## src/rtl/gate_op_arbiter.sv

```systemverilog
// Two-requester round-robin front end for a shared WIDTH-bit bitwise gate unit.
// One op in flight at a time; results come back as a one-cycle pulse to the granted requester.
//
// state | meaning
// IDLE  | arbitrate; accept one request from the granted requester
// EXEC  | evaluate the latched op and register the result for the granted requester
// RESP  | rsp*_valid pulse for the granted requester; update last_grant
module gate_op_arbiter #(
    parameter int WIDTH = 2
) (
    input  logic             clk,
    input  logic             rst,
    input  logic             req0_valid,
    output logic             req0_ready,
    input  logic [2:0]       req0_op,
    input  logic [WIDTH-1:0] req0_a,
    input  logic [WIDTH-1:0] req0_b,
    input  logic             req1_valid,
    output logic             req1_ready,
    input  logic [2:0]       req1_op,
    input  logic [WIDTH-1:0] req1_a,
    input  logic [WIDTH-1:0] req1_b,
    output logic             rsp0_valid,
    output logic [WIDTH-1:0] rsp0_data,
    output logic             rsp0_err,
    output logic             rsp1_valid,
    output logic [WIDTH-1:0] rsp1_data,
    output logic             rsp1_err,
    output logic             busy
);

    typedef enum logic [1:0] {IDLE, EXEC, RESP} state_t;

    state_t           state_q, state_d;
    logic             last_grant_q;
    logic             grant;
    logic             gnt_q;
    logic [2:0]       op_q;
    logic [WIDTH-1:0] a_q, b_q;
    logic [WIDTH-1:0] result_d;
    logic             err_d;

    // Contention goes to whoever was not served last; otherwise the lone requester wins.
    always_comb begin
        if (req0_valid && req1_valid) grant = ~last_grant_q;
        else                          grant = req1_valid;
    end

    assign req0_ready = (state_q == IDLE) && !grant && req0_valid;
    assign req1_ready = (state_q == IDLE) &&  grant && req1_valid;
    assign busy       = (state_q != IDLE);

    always_comb begin
        result_d = '0;
        err_d    = 1'b0;
        case (op_q)
            3'd0:    result_d = a_q & b_q;
            3'd1:    result_d = a_q | b_q;
            3'd2:    result_d = ~(a_q & b_q);
            3'd3:    result_d = ~(a_q | b_q);
            3'd4:    result_d = a_q ^ b_q;
            3'd5:    result_d = ~(a_q ^ b_q);
            3'd6:    result_d = ~a_q;
            default: err_d    = 1'b1;
        endcase
    end

    always_comb begin
        state_d = state_q;
        case (state_q)
            IDLE:    if (req0_ready || req1_ready) state_d = EXEC;
            EXEC:    state_d = RESP;
            RESP:    state_d = IDLE;
            default: state_d = IDLE;
        endcase
    end

    always_ff @(posedge clk) begin
        if (rst) state_q <= IDLE;
        else     state_q <= state_d;
    end

    // The rsp registers double as the result register: they are loaded leaving EXEC,
    // so the data is stable during the RESP pulse and held until that requester's next op.
    always_ff @(posedge clk) begin
        if (rst) begin
            last_grant_q <= 1'b1;
            gnt_q        <= 1'b0;
            op_q         <= '0;
            a_q          <= '0;
            b_q          <= '0;
            rsp0_valid   <= 1'b0;
            rsp0_data    <= '0;
            rsp0_err     <= 1'b0;
            rsp1_valid   <= 1'b0;
            rsp1_data    <= '0;
            rsp1_err     <= 1'b0;
        end else begin
            rsp0_valid <= 1'b0;
            rsp1_valid <= 1'b0;
            case (state_q)
                IDLE: begin
                    if (req0_ready) begin
                        gnt_q <= 1'b0;
                        op_q  <= req0_op;
                        a_q   <= req0_a;
                        b_q   <= req0_b;
                    end else if (req1_ready) begin
                        gnt_q <= 1'b1;
                        op_q  <= req1_op;
                        a_q   <= req1_a;
                        b_q   <= req1_b;
                    end
                end
                EXEC: begin
                    if (gnt_q) begin
                        rsp1_valid <= 1'b1;
                        rsp1_data  <= result_d;
                        rsp1_err   <= err_d;
                    end else begin
                        rsp0_valid <= 1'b1;
                        rsp0_data  <= result_d;
                        rsp0_err   <= err_d;
                    end
                end
                RESP:    last_grant_q <= gnt_q;
                default: ;
            endcase
        end
    end

endmodule

```

## config.mk

```make
export PLATFORM = sky130hd
export DESIGN_NAME = gate_op_arbiter
export DESIGN_NICKNAME = d
export VERILOG_FILES = /design/src/rtl/gate_op_arbiter.sv
export SDC_FILE = /design/constraint.sdc
export NUM_CORES = 1
export LEC_CHECK = 0
export BUFFER_PORTS_ARGS = -buffer_cell sky130_fd_sc_hd__buf_2
export CAP_MARGIN = 20
export CELL_PAD_IN_SITES_DETAIL_PLACEMENT = 1
export CELL_PAD_IN_SITES_GLOBAL_PLACEMENT = 1
export CORE_MARGIN = 2
export CORE_UTILIZATION = 37
export DETAILED_ROUTE_END_ITERATION = 16
export PLACE_DENSITY = 0.86
export SLEW_MARGIN = 20
export SYNTH_ARGS = -nofsm -noshare
export SYNTH_HDL_FRONTEND = slang
export SYNTH_SLANG_ARGS = --single-unit
```

## constraint.sdc

```tcl
create_clock -name clk -period 2 [get_ports clk]
set_input_delay 0 -clock clk [delete_from_list [all_inputs] [get_ports clk]]
set_output_delay 0 -clock clk [all_outputs]
set_load 0.02 [all_outputs]
```

==> metrics.sh, run 1 <==
FINALNONFILLERCELLS=178
SHARE_OF_THE_YOSYS_CHIP_AREA_BELONGING_TO_REGISTERS=0.377
SYNTHMUXAREASHARE=0.0805
TIMING.SETUP.CRITICAL_PATH_CLASS='flip-flop to flip-flop'
FLOORPLAN.IO_PINS=29
AREA_GROWTH_PCT=20.7
TIMING.SLEW.HEADROOM=0.684
MULTIINPUTGATEAREA_UM2=532
DRT_FIRST_ITER_VIOLATIONS=9
FIN_SETUP_TNS_NS=0
CELLPOWERDENSITY_nW_PER_UM2=702
WORST_SKEW_PAIR.LATE_LATENCY_NS=0.30
MIN_PERIOD_NS=1.68
GP_ROUTABILITY_CONGESTION=0.688
CLOCK_PATH_BUFFERS=2
PORTBUFFERS=28
CRIT_PATH_CELL_TRACE='inv_1 -> ha_1 -> mux2_1 -> o21ai_1 -> a2111oi_0 -> nor3_1'
WORSTHOLDPATHTYPE='input pin to flip-flop'
SYN-INSTANCE-COUNT=117
CRITPATHARRIVALTIME_NS=1.86
CTS-HOLD-FIX-BUFFERS=6
DP.CELLS=168
CTS_ROOT_BUF='sky130_fd_sc_hd__clkbuf_4'
TRITONCTS.NUM_BUFFERS=3
GRT_START_MAX_NET_PINS=20
GRT_PASS1_WL_UM=4360
SYNTH.AVG_CELL_AREA_UM2=8.63
GRT_PASS1_VIAS=1002
HIGHEST_CLOCK_RATE_MHz=594
SLOWEST_DELAY_NS=0.49
AREA.SEQUENTIAL_UM2=380
GRT_ANTENNA_BEFORE_REPAIR=0
ANT_NETS=0
CRITICAL_PATH.SLOWEST_CELL='sky130_fd_sc_hd__a2111oi_0'
P_LEAK_nW=0.540
WORST_SLEW_PIN_SLEW_NS=0.462
CRITPATHMAXFANOUT=3
PLACEMENT_ROWS=18
GR-TOTAL-OVERFLOW=0
LAYOUT_COMMONEST_CELL='sky130_fd_sc_hd__buf_2'
OUTCOME='completed'
DIODES=0
FLOORPLAN.DIE.HEIGHT_UM=56.2
CP.REQUIRED_NS=2.18
LAYOUT_CELL_SHARE_WITH_DRIVE_STRENGTH_BEYOND_1=0.230
CTS_MAX_LEVEL=1
SYN-CELL-AREA_UM2=1010
REPORT.FINAL.SETUP_VIOL=0
COUNT_OF_CELL_TYPES_IN_THE_NETLIST=34
SYNTH_COMPOUND_GATE_AREA_SHARE=0.171
DESIGN.FINAL.NETS=171
CTS_POST_SETUP_BUFFERS_INSERTED=0
CTS.CLK_SLEW.WORST_PATHS_NS=0.11
SYN_NETS=139
CAP_VIOLATIONS=0
FILLCELLCOUNT=318
IR_DROP_WORST_VDD_uV=347
SYNTH_SIMPLE_GATE_AREA_SHARE=0.208
FLOORPLAN.CORE_AREA_UM2=2520
DRT-TOTAL-WL_UM=2570
VIAS_PER_CELL=5.24
SYNTH_SEQ_CELLS=19
GRT_SETUP_UNREPAIRED='no'
CTS_SINKS=19
LAYOUT.CELLS.MOST_COMMON_LIST='28 x sky130_fd_sc_hd__buf_2, 19 x sky130_fd_sc_hd__dfxtp_1, 16 x sky130_fd_sc_hd__nor2_1'
NUM_VIAS=933
HPWL_UM=1890
FINALCLOCKSKEW_NS=0.00855
ROUTED_WL_PER_CELL_UM=14.4
SYNTH_XOR_AREA_FRAC=0.0173
FINAL_UTIL=0.483
X_DIMENSION_OF_THE_DIE_UM=56.2
GRT_UTIL_OVERALL=0.172
INITIAL_UTILIZATION=0.400
CTS.REPAIR.RESIZED=0
SETUP.WORST_PATH.END_CLASS='flip-flop'
DRCVIOLATIONCOUNT=0
HOLD_VIOL=0
YOSYSWARNINGS=0
FINAL_MAX_SLEW_VIOL_COUNT=0
CLOCK_TREE_FROM_TRITONCTS='built'
DETAILEDROUTE.FIRSTPASSITERATIONCOUNT=4
CRIT_PATH_START_KIND='flip-flop'
FINAL_MIN_PERIOD_OVER_CLOCK_PERIOD=0.842
SYNTHADDERAREAFRAC=0.0496
DIE-AREA_UM2=3160
DOMINANT_COMBINATIONAL_CELL_FAMILY_BY_AREA_AFTER_SYNTHESIS='simple AND/OR/NAND/NOR gates'
[state kept, by name (all words and copies together) (netlist names)]
name / cells
rsp0_valid: 1
rsp1_err: 1
rsp1_valid: 1
op_q: 3
last_grant_q: 1
rsp0_data: 2
a_q: 2
b_q: 2
rsp1_data: 2
gnt_q: 1
rsp0_err: 1
state_q: 2
[path summary, 6_finish.rpt]
check              from      endpoint  slack, ns  depth (start not counted)
min          req1_op[1]       op_q[1]       0.01                          3
max reg2reg      b_q[1]  rsp1_data[1]       0.32                          6
min reg2reg    rsp1_err      rsp1_err       0.47                          2
max              b_q[1]  rsp1_data[1]       0.32                          6
[Yosys cell counts, drive strengths merged]
cell / n / area share
and3: 1 / 0.011
or3: 2 / 0.012
o211ai: 1 / 0.0074
a21boi: 2 / 0.015
clkbuf: 2 / 0.0074
or2b: 1 / 0.0074
mux2: 1 / 0.011
nand3: 2 / 0.0099
nand2b: 1 / 0.0062
nor4b: 1 / 0.0087
a21o: 1 / 0.0074
o21ai: 4 / 0.020
a211oi: 9 / 0.067
a211o: 1 / 0.0087
inv: 11 / 0.041
nor2b: 1 / 0.0062
a2111oi: 2 / 0.017
nor3: 5 / 0.025
nand2: 7 / 0.026
buf: 5 / 0.048
nand3b: 2 / 0.015
a21oi: 4 / 0.020
xnor2: 2 / 0.017
nor2: 17 / 0.071
nor4bb: 1 / 0.0099
dfxtp: 19 / 0.38
o311ai: 1 / 0.0087
ha: 4 / 0.050
mux2i: 7 / 0.069
[worst max-delay path: cells and delay by family (launching register included)]
| kind | cells | cell delay [ns] |
|---|---|---|
| AOI/OAI and AO/OA | 2 | 0.56 |
| DFF | 1 | 0.39 |
| adders and majority gates | 1 | 0.29 |
| muxes | 1 | 0.14 |
| and+or+nand+nor | 1 | 0.11 |
| buffers and inverters | 1 | 0.06 |
[routing by layer]
metal	up-vias	track usage	wire length (µm)
li1	466	-	-
met4	0	0.0340	19
met3	4	0.0349	132
met5	-	0	0
met2	26	0.338	1320
met1	437	0.186	1090
[final cells by class]
cell class | count | share of cell area
timing repair buffer | 34 | 0.164
inverter | 11 | 0.0339
multi-input combinational | 80 | 0.436
sequential | 19 | 0.312
tap | 30 | 0.0308
clock buffer | 3 | 0.0185
clock inverter | 1 | 0.00411
[through the flow]
| stage | hold slack, ns | instance area (µm²) | setup WS (ns) | power (mW) |
|---|---|---|---|---|
| after CTS | 0.0146 | 1220 | 0.312 | 0.857 |
| after global routing | 0.0254 | 1220 | 0.196 | 0.903 |
| after global placement | 0.290 | 1130 | 0.507 | 0.633 |
| after detailed placement | 0.302 | 1130 | 0.429 | 0.646 |
| after floorplan | 0.180 | 1010 | 0.579 | 0.600 |
| final | 0.0120 | 1220 | 0.316 | 0.855 |
[power breakdown]
part           total, mW  switching [mW]  internal (mW)  leakage, nW
combinational      0.207           0.112         0.0952        0.367
sequential         0.442          0.0353          0.406        0.156
clock              0.206           0.132         0.0746       0.0177
total              0.855           0.279          0.576        0.540
[kinds of logic after synthesis]
kind of cell | count (synthesis)
compound gates | 25
buf+inv | 18
xor+xnor | 2
fa+ha+maj | 4
flops | 19
mux | 8
simple gates | 41
No activity file was read; power rests on OpenSTA's default activity.
==> run 2, diff against run 1 <==
--- a/config.mk
+++ b/config.mk
@@ -5,14 +5,15 @@
 export SDC_FILE = /design/constraint.sdc
 export NUM_CORES = 1
 export LEC_CHECK = 0
+export ABC_AREA = 1
 export BUFFER_PORTS_ARGS = -buffer_cell sky130_fd_sc_hd__buf_2
 export CAP_MARGIN = 20
 export CELL_PAD_IN_SITES_DETAIL_PLACEMENT = 1
 export CELL_PAD_IN_SITES_GLOBAL_PLACEMENT = 1
 export CORE_MARGIN = 2
-export CORE_UTILIZATION = 37
+export CORE_UTILIZATION = 31
 export DETAILED_ROUTE_END_ITERATION = 16
-export PLACE_DENSITY = 0.86
+export PLACE_DENSITY = 0.81
 export SLEW_MARGIN = 20
 export SYNTH_ARGS = -nofsm -noshare
 export SYNTH_HDL_FRONTEND = slang
==> constraint.sdc (replaced) <==
create_clock -name clk -period 1.4 [get_ports clk]
set_input_delay 0 -clock clk [delete_from_list [all_inputs] [get_ports clk]]
set_output_delay 0 -clock clk [all_outputs]
set_load 0.02 [all_outputs]
==> run 2 against run 1 <==
Against the previous run:
- flip-flop and latch count unchanged
- area after synthesis increased by 2.4%
- design area rose by 4.6%
- combinational power grew 56%
- sequential share of layout area fell by 1.2 points
- first-iteration DRC count increased to 2.7 times the previous value
- register-to-register slack worse by 0.17 ns
- global-route usage shrank 1.2 points
- utilization is 7.2 points lower
- sequential power grew 39%
- synthesized cell count increased by 33%
- critical endpoint is now req0_ready
==> metrics.sh, run 2 <==
CTS_SINKS=19  # unchanged
DRCVIOLATIONCOUNT=0  # unchanged
HOLD_PATH.STARTPOINT='rst'
CRIT_PATH_START_KIND='flip-flop'
SYNTH_XOR_AREA_FRAC=0  # -0.0173
WORSTHOLDPATHTYPE='input pin to flip-flop'
CRITICAL_PATH.REG2REG.STARTPOINT='state_q[1]'
WORST_SLACK_NS=0.0876  # -0.228 ns
DRT-TOTAL-WL_UM=2570  # +0.16%
SYN-INSTANCE-COUNT=156  # +33%
ROUTED_WL_PER_CELL_UM=11.1  # -23%
GRT_UTIL_OVERALL=0.160  # -0.0120
WORST_HOLD_PATH.NUM_CELLS=2  # -1
NUM_VIAS=1065  # +14%
SYN-CELL-AREA_UM2=1030  # +2.4%
SYNTH_TOP_CELL_AREA_SHARE=0.368  # -0.00867
FINAL_UTIL=0.411  # -0.0722
CTS-HOLD-FIX-BUFFERS=0  # -6
INITIAL_UTILIZATION=0.333  # -0.0672
GRT_PASS1_VIAS=1080  # +7.8%
DIE-AREA_UM2=3810  # +21%
CRITICAL_PATH.SLOWEST_CELL='sky130_fd_sc_hd__dfxtp_1'
GRT_START_MAX_NET_PINS=13  # -35%
PLACEMENT.SETUP.WORST_SLACK_NS=0.0785  # -0.350 ns
DETAILEDROUTE.FIRSTPASSITERATIONCOUNT=4  # unchanged
ANT_NETS=0  # unchanged
CTS_ROOT_BUF='sky130_fd_sc_hd__clkbuf_4'
SYNTH.LARGEST_AREA_CELL='sky130_fd_sc_hd__dfxtp_1'
WORST_SLEW_PIN_SLEW_NS=0.294  # -0.169 ns
SHARE_OF_THE_YOSYS_CHIP_AREA_BELONGING_TO_REGISTERS=0.368  # -0.00867
CTS.CLK_SLEW.WORST_PATHS_NS=0.11  # about the same
FINAL_MAX_SLEW_VIOL_COUNT=0  # unchanged
SYNTH_SEQ_CELLS=19  # unchanged
CAP_VIOLATIONS=0  # unchanged
SYNTHADDERAREAFRAC=0.0484  # -0.00114
COUNT_OF_CELL_TYPES_IN_THE_NETLIST=18  # -47%
DOMINANT_COMBINATIONAL_CELL_FAMILY_BY_AREA_AFTER_SYNTHESIS='simple AND/OR/NAND/NOR gates'
HOLD_VIOL=0  # unchanged
DRT_FIRST_ITER_VIOLATIONS=24  # +15
SYNTHMOSTINSTANTIATEDCELL='sky130_fd_sc_hd__nand2_1'
CLOCK_PATH_BUFFERS=2  # unchanged
YOSYSWARNINGS=0  # unchanged
DOMINANTREGCELLSYNTH='sky130_fd_sc_hd__dfxtp_1'
SYNTH-EDFF-COUNT=0  # unchanged
SYNTH-ASYNC-RESET-RATIO=0  # unchanged
PORTBUFFERS=28  # unchanged
YOSYS-TOP-CELLS-AREA='sky130_fd_sc_hd__dfxtp_1 37%, sky130_fd_sc_hd__nand2_1 13%, sky130_fd_sc_hd__nor2_1 13%'
CRITPATHARRIVALTIME_NS=1.31  # -0.55 ns
VIAS_PER_CELL=4.61  # -12%
TRITONCTS.NUM_BUFFERS=3  # unchanged
HPWL_UM=2190  # +16%
SYNTHMUXAREASHARE=0  # -0.0805
R2R_END='a_q[0]'
HOLD-PATH-ENDPOINT='rsp1_valid'
DIODES=0  # unchanged
IR_DROP_WORST_VDD_uV=393  # +13%
REPORT.FINAL.SETUP_VIOL=0  # unchanged
CLOCK_TREE_FROM_TRITONCTS='built'
CTS_MAX_LEVEL=1  # unchanged
LARGEST_REGISTER_FFS=3  # unchanged
TOTAL_POWER_mW=1.22  # +42%
MAX_FLOP_REGISTER='op_q'
TIMING.SETUP.CRITICAL_PATH_CLASS='flip-flop to primary output'
GRT_ANTENNA_BEFORE_REPAIR=0  # unchanged
LAYOUT_COMMONEST_CELL='sky130_fd_sc_hd__nand2_1'
SYNTH_SIMPLE_GATE_AREA_SHARE=0.429  # +0.220
LAYOUT.CELL_AREA.NON_FILLER_UM2=1270  # +4.6%
AREA_GROWTH_PCT=23.4
X_DIMENSION_OF_THE_DIE_UM=61.7  # +9.8%
OUTCOME='completed'
MIN_PERIOD_NS=1.31
CELLPOWERDENSITY_nW_PER_UM2=954  # +36%
FLOORPLAN.CORE_AREA_UM2=3100  # +23%
FINAL_MIN_PERIOD_OVER_CLOCK_PERIOD=0.937
SETUP.WORST_PATH.END_CLASS='primary output'
CP.REQUIRED_NS=1.40  # -0.78 ns
P_LEAK_nW=0.695  # +29%
PLACEDINSTANCEAREA_UM2=1220  # +8.3%
FIN_WORST_HOLD_SLACK_NS=0.0126  # +0.000647 ns
FLOORPLAN.IO_PINS=29  # unchanged
SYNTH.AVG_CELL_AREA_UM2=6.62  # -23%
WORST_SKEW_PAIR.LATE_LATENCY_NS=0.30  # about the same
LAYOUT.CELLS.MOST_COMMON_LIST='37 x sky130_fd_sc_hd__nand2_1, 33 x sky130_fd_sc_hd__nor2_1, 28 x sky130_fd_sc_hd__buf_2'
SYNTH_COMPOUND_GATE_AREA_SHARE=0.0642  # -0.107
GRT_PASS1_WL_UM=4530  # +4.0%
FINALNONFILLERCELLS=231  # +30%
FLOORPLAN.DIE.HEIGHT_UM=61.7  # +9.8%
SYN_NETS=178  # +28%
CRITPATHMAXFANOUT=8  # +5
CRIT_PATH_CELL_TRACE='nor2_4 -> nand2_4 -> nor2_8 -> buf_2'
REG2REG_SETUP_SLACK_NS=0.15  # -0.17 ns
TIMING.SLEW.HEADROOM=0.804  # +0.120
DESIGN.FINAL.NETS=210  # +23%
GR-TOTAL-OVERFLOW=0  # unchanged
GRT_SETUP_UNREPAIRED='no'
RR_WORST_DEPTH=6  # unchanged
FILLCELLCOUNT=448  # +41%
NETLIST_TOP_CELLS_COUNT='37 x sky130_fd_sc_hd__nand2_1, 36 x sky130_fd_sc_hd__nor2_1, 21 x sky130_fd_sc_hd__inv_1'
DP.CELLS=227  # +35%
HIGHEST_CLOCK_RATE_MHz=762
PLACEMENT_ROWS=20  # +2
SLOWEST_DELAY_NS=0.37  # -0.12 ns
FINALCLOCKSKEW_NS=0.0101  # +0.00155 ns
FIN_SETUP_TNS_NS=0  # unchanged
GP_ROUTABILITY_CONGESTION=0.751  # +9.1%
LAYOUT_CELL_SHARE_WITH_DRIVE_STRENGTH_BEYOND_1=0.246  # +0.0163
==> run 2: timing repair <==
| item | CTS | global route |
|---|---|---|
| endpoints found under the setup margin | 0 | 4 |
| resized for setup | 0 | 6 |
| endpoints found under the hold margin | 0 | 0 |
| setup buffers | 0 | 0 |
==> run 2: routing by layer <==
| metal | share of wire | wire length (µm) | vias up | GRT usage |
|---|---|---|---|---|
| met2 | 0.54 | 1400 | 12 | 0.305 |
| li1 | - | - | 542 | - |
| met1 | 0.43 | 1090 | 509 | 0.178 |
| met5 | 0 | 0 | - | 0 |
| met4 | 0.0058 | 15 | 0 | 0.0547 |
| met3 | 0.025 | 65 | 2 | 0.0248 |
==> run 2: critical path: cells and delay by family, from the launching register on <==
family / cells / cell delay, ns
simple gates: 3 / 0.46
flops: 1 / 0.37
buf+inv: 1 / 0.18
==> run 2: how the worst max path moves through the flow <==
stage,slack (ns),start,cells past startpoint,endpoint
after global placement,0.13,a_q[0],8,rsp1_data[0]
after detailed placement,0.08,a_q[0],8,rsp1_data[0]
after CTS,0.06,state_q[1],4,req0_ready
after global routing,0.002,a_q[0],8,rsp1_data[0]
after floorplan,0.22,a_q[0],8,rsp0_data[0]
final,0.09,state_q[1],4,req0_ready
==> run 2: cells by family after synthesis <==
logic type / after synthesis
AND/OR/NAND/NOR: 99
adder cells (fa/ha/maj): 4
buffers and inverters: 25
flip-flops: 19
AO/OA/AOI/OAI: 9
==> run 2: area by class of cell <==
cell class	instances	area [µm²]	area share
timing repair buffer	28	140	0.110
inverter	24	90.1	0.0707
tap	44	55.1	0.0432
clock inverter	1	5.00	0.00393
sequential	19	383	0.300
multi-input combinational	112	579	0.454
clock buffer	3	22.5	0.0177
==> run 2: power by group <==
part	internal [mW]	leakage, nW	total, mW	switching [mW]
sequential	0.581	0.156	0.613	0.0328
clock	0.107	0.0177	0.279	0.173
combinational	0.119	0.520	0.323	0.204
total	0.806	0.695	1.22	0.410
==> run 3, diff against run 2 <==
--- a/config.mk
+++ b/config.mk
@@ -14,6 +14,8 @@
 export CORE_UTILIZATION = 31
 export DETAILED_ROUTE_END_ITERATION = 16
 export PLACE_DENSITY = 0.81
+export RECOVER_POWER = 50
+export SKIP_LAST_GASP = 1
 export SLEW_MARGIN = 20
 export SYNTH_ARGS = -nofsm -noshare
 export SYNTH_HDL_FRONTEND = slang
==> run 3 against run 2 <==
Against the previous run:
- design area decreased by 0.79%
- sequential power about the same
- global-route usage unchanged
- critical path depth unchanged
- sequential share of layout area increased by 0.24 points
- utilization decreased by 0.32 points
- wire length about the same
- critical endpoint unchanged
- largest cell class unchanged
==> metrics.sh, run 3 (synthesis gave the netlist of run 2 again) <==
X_DIMENSION_OF_THE_DIE_UM=61.7  # unchanged
FLOORPLAN.DIE.HEIGHT_UM=61.7  # unchanged
SETUP.WORST_PATH.END_CLASS='primary output'
TIMING.SETUP.CRITICAL_PATH_CLASS='flip-flop to primary output'
GP_ROUTABILITY_CONGESTION=0.751  # unchanged
ANT_NETS=0  # unchanged
POWER_REPORT.INTERNAL_TOTAL_mW=0.803  # -0.43%
DRT-TOTAL-WL_UM=2570  # about the same
PLACEMENT_ROWS=20  # unchanged
LAYOUT_CELL_SHARE_WITH_DRIVE_STRENGTH_BEYOND_1=0.203  # -0.0428
FINAL_MIN_PERIOD_OVER_CLOCK_PERIOD=0.938  # about the same
TIMING.SLEW.HEADROOM=0.804  # about the same
LAYOUT_COMMONEST_CELL='sky130_fd_sc_hd__nand2_1'
WORST_SKEW_PAIR.LATE_LATENCY_NS=0.30  # about the same
HPWL_UM=2190  # unchanged
GRT_PASS1_WL_UM=4530  # unchanged
CTS_ROOT_BUF='sky130_fd_sc_hd__clkbuf_4'
CRITPATHARRIVALTIME_NS=1.31  # about the same
INITIAL_UTILIZATION=0.333  # unchanged
FLOORPLAN.CORE_AREA_UM2=3100  # unchanged
VIAS_PER_CELL=4.63  # +0.38%
CP.REQUIRED_NS=1.40  # about the same
CTS_POST_SETUP_BUFFERS_INSERTED=0  # unchanged
FINALNONFILLERCELLS=231  # unchanged
CTS_SINKS=19  # unchanged
NUM_VIAS=1069  # +0.38%
CTS_MAX_LEVEL=1  # unchanged
DRCVIOLATIONCOUNT=0  # unchanged
HOLD_VIOL=0  # unchanged
CLOCK_PATH_BUFFERS=2  # unchanged
FLOORPLAN.IO_PINS=29  # unchanged
REPORTED_NET_SWITCHING_POWER_mW=0.410  # +0.14%
IR_DROP_WORST_VDD_uV=393  # +0.11%
PWR-SHARE-COMB=0.264  # -0.002
CLOCK_TREE_FROM_TRITONCTS='built'
DETAILEDROUTE.FIRSTPASSITERATIONCOUNT=4  # unchanged
WORST_HOLD_PATH.NUM_CELLS=2  # unchanged
TOTAL_POWER_mW=1.21  # -0.24%
MULTIINPUTGATEAREA_UM2=579  # unchanged
PLACEDINSTANCEAREA_UM2=1220  # unchanged
GRT_START_MAX_NET_PINS=13  # unchanged
DIODES=0  # unchanged
LAYOUT.CELL_AREA.NON_FILLER_UM2=1260  # -0.79%
P_LEAK_nW=0.661  # -4.9%
SHARE_SEQ_OF_TOTAL_POWER=0.506  # +0.002
SWITCHING_SHARE=0.338  # +0.00129
GRT_UTIL_OVERALL=0.160  # unchanged
DIE-AREA_UM2=3810  # unchanged
CELLPOWERDENSITY_nW_PER_UM2=959  # +0.55%
LARGEST_REGISTER_FFS=3  # unchanged
GR-TOTAL-OVERFLOW=0  # unchanged
HIGHEST_CLOCK_RATE_MHz=762  # about the same
CAP_VIOLATIONS=0  # unchanged
CRIT_PATH_START_KIND='flip-flop'
FIN_SETUP_TNS_NS=0  # unchanged
GRT_PASS1_VIAS=1080  # unchanged
MIN_PERIOD_NS=1.31  # +0.000201 ns
DESIGN.FINAL.NETS=210  # unchanged
TRITONCTS.NUM_BUFFERS=3  # unchanged
PWR-SHARE-CLK=0.230  # about the same
WORST_SLEW_PIN_SLEW_NS=0.294  # -0.0000262 ns
OUTCOME='completed'
FINAL_MAX_SLEW_VIOL_COUNT=0  # unchanged
AREA_GROWTH_PCT=22.4
FILLCELLCOUNT=452  # +0.89%
CTS.CLK_SLEW.WORST_PATHS_NS=0.11  # about the same
GRT_ANTENNA_BEFORE_REPAIR=0  # unchanged
WORSTHOLDPATHTYPE='input pin to flip-flop'
AREA.SEQUENTIAL_UM2=383  # unchanged
MAX_FLOP_REGISTER='op_q'
ROUTED_WL_PER_CELL_UM=11.1  # about the same
REG2REG_SETUP_SLACK_NS=0.15  # about the same
GRT_SETUP_UNREPAIRED='no'
RR_WORST_DEPTH=6  # unchanged
DP.CELLS=227  # unchanged
CRITPATHMAXFANOUT=8  # unchanged
REPORT.FINAL.SETUP_VIOL=0  # unchanged
FINALCLOCKSKEW_NS=0.0102  # +0.000134 ns
LAYOUT.CELLS.MOST_COMMON_LIST='37 x sky130_fd_sc_hd__nand2_1, 33 x sky130_fd_sc_hd__nor2_1, 21 x sky130_fd_sc_hd__inv_1'
PORTBUFFERS=28  # unchanged
DRT_FIRST_ITER_VIOLATIONS=26  # +8.3%
[run 3: stage by stage]
stage | setup WS [ns] | utilization | hold WS, ns
2_1_floorplan | 0.224 | - | 0.0768
3_3_place_gp | 0.132 | 0.395 | 0.321
3_5_place_dp | 0.0785 | 0.395 | 0.328
4_1_cts | 0.0612 | 0.404 | 0.00512
5_1_grt | 0.00196 | 0.408 | 0.0248
6_report | 0.0874 | 0.408 | 0.0125
[run 3: worst paths after layout]
kind | startpoint | to
setup reg to reg | state_q[1] | a_q[0]
hold reg to reg | gnt_q | gnt_q
setup / recovery | state_q[1] | req0_ready
hold / removal | rst | rsp1_valid
[run 3: cell type report]
type	instances	area share
timing repair buffer	28	0.103
sequential	19	0.303
tap	44	0.0435
inverter	24	0.0712
clock buffer	3	0.0178
clock inverter	1	0.00396
multi-input combinational	112	0.458
[run 3: what timing repair did]
| action | CTS | global route |
|---|---|---|
| gates resized for setup | 0 | 6 |
| hold buffers | 0 | 0 |
| endpoints found under the hold margin | 0 | 0 |
| setup endpoints to repair | 0 | 4 |
[run 3: routing by layer]
layer	share of wire	global-route usage	vias to the layer above
met2	0.54	0.305	12
li1	-	-	542
met3	0.025	0.0248	2
met4	0.0058	0.0547	0
met1	0.43	0.178	513
met5	0	0	-
[run 3: power by group through the flow]
stage                     Clock, mW  Sequential [mW]  Combinational [mW]
after floorplan                   0            0.634               0.208
after global placement            0            0.623               0.302
after detailed placement          0            0.625               0.319
after CTS                     0.292            0.612               0.320
after global routing          0.313            0.620               0.365
final                         0.279            0.614               0.320
[run 3: critical path, cell delays in order (launching register included)]
cell and delay, ns:
sky130_fd_sc_hd__dfxtp_1 0.37, sky130_fd_sc_hd__nor2_4 0.19, sky130_fd_sc_hd__nand2_4 0.11, sky130_fd_sc_hd__nor2_8 0.16
sky130_fd_sc_hd__buf_2 0.18
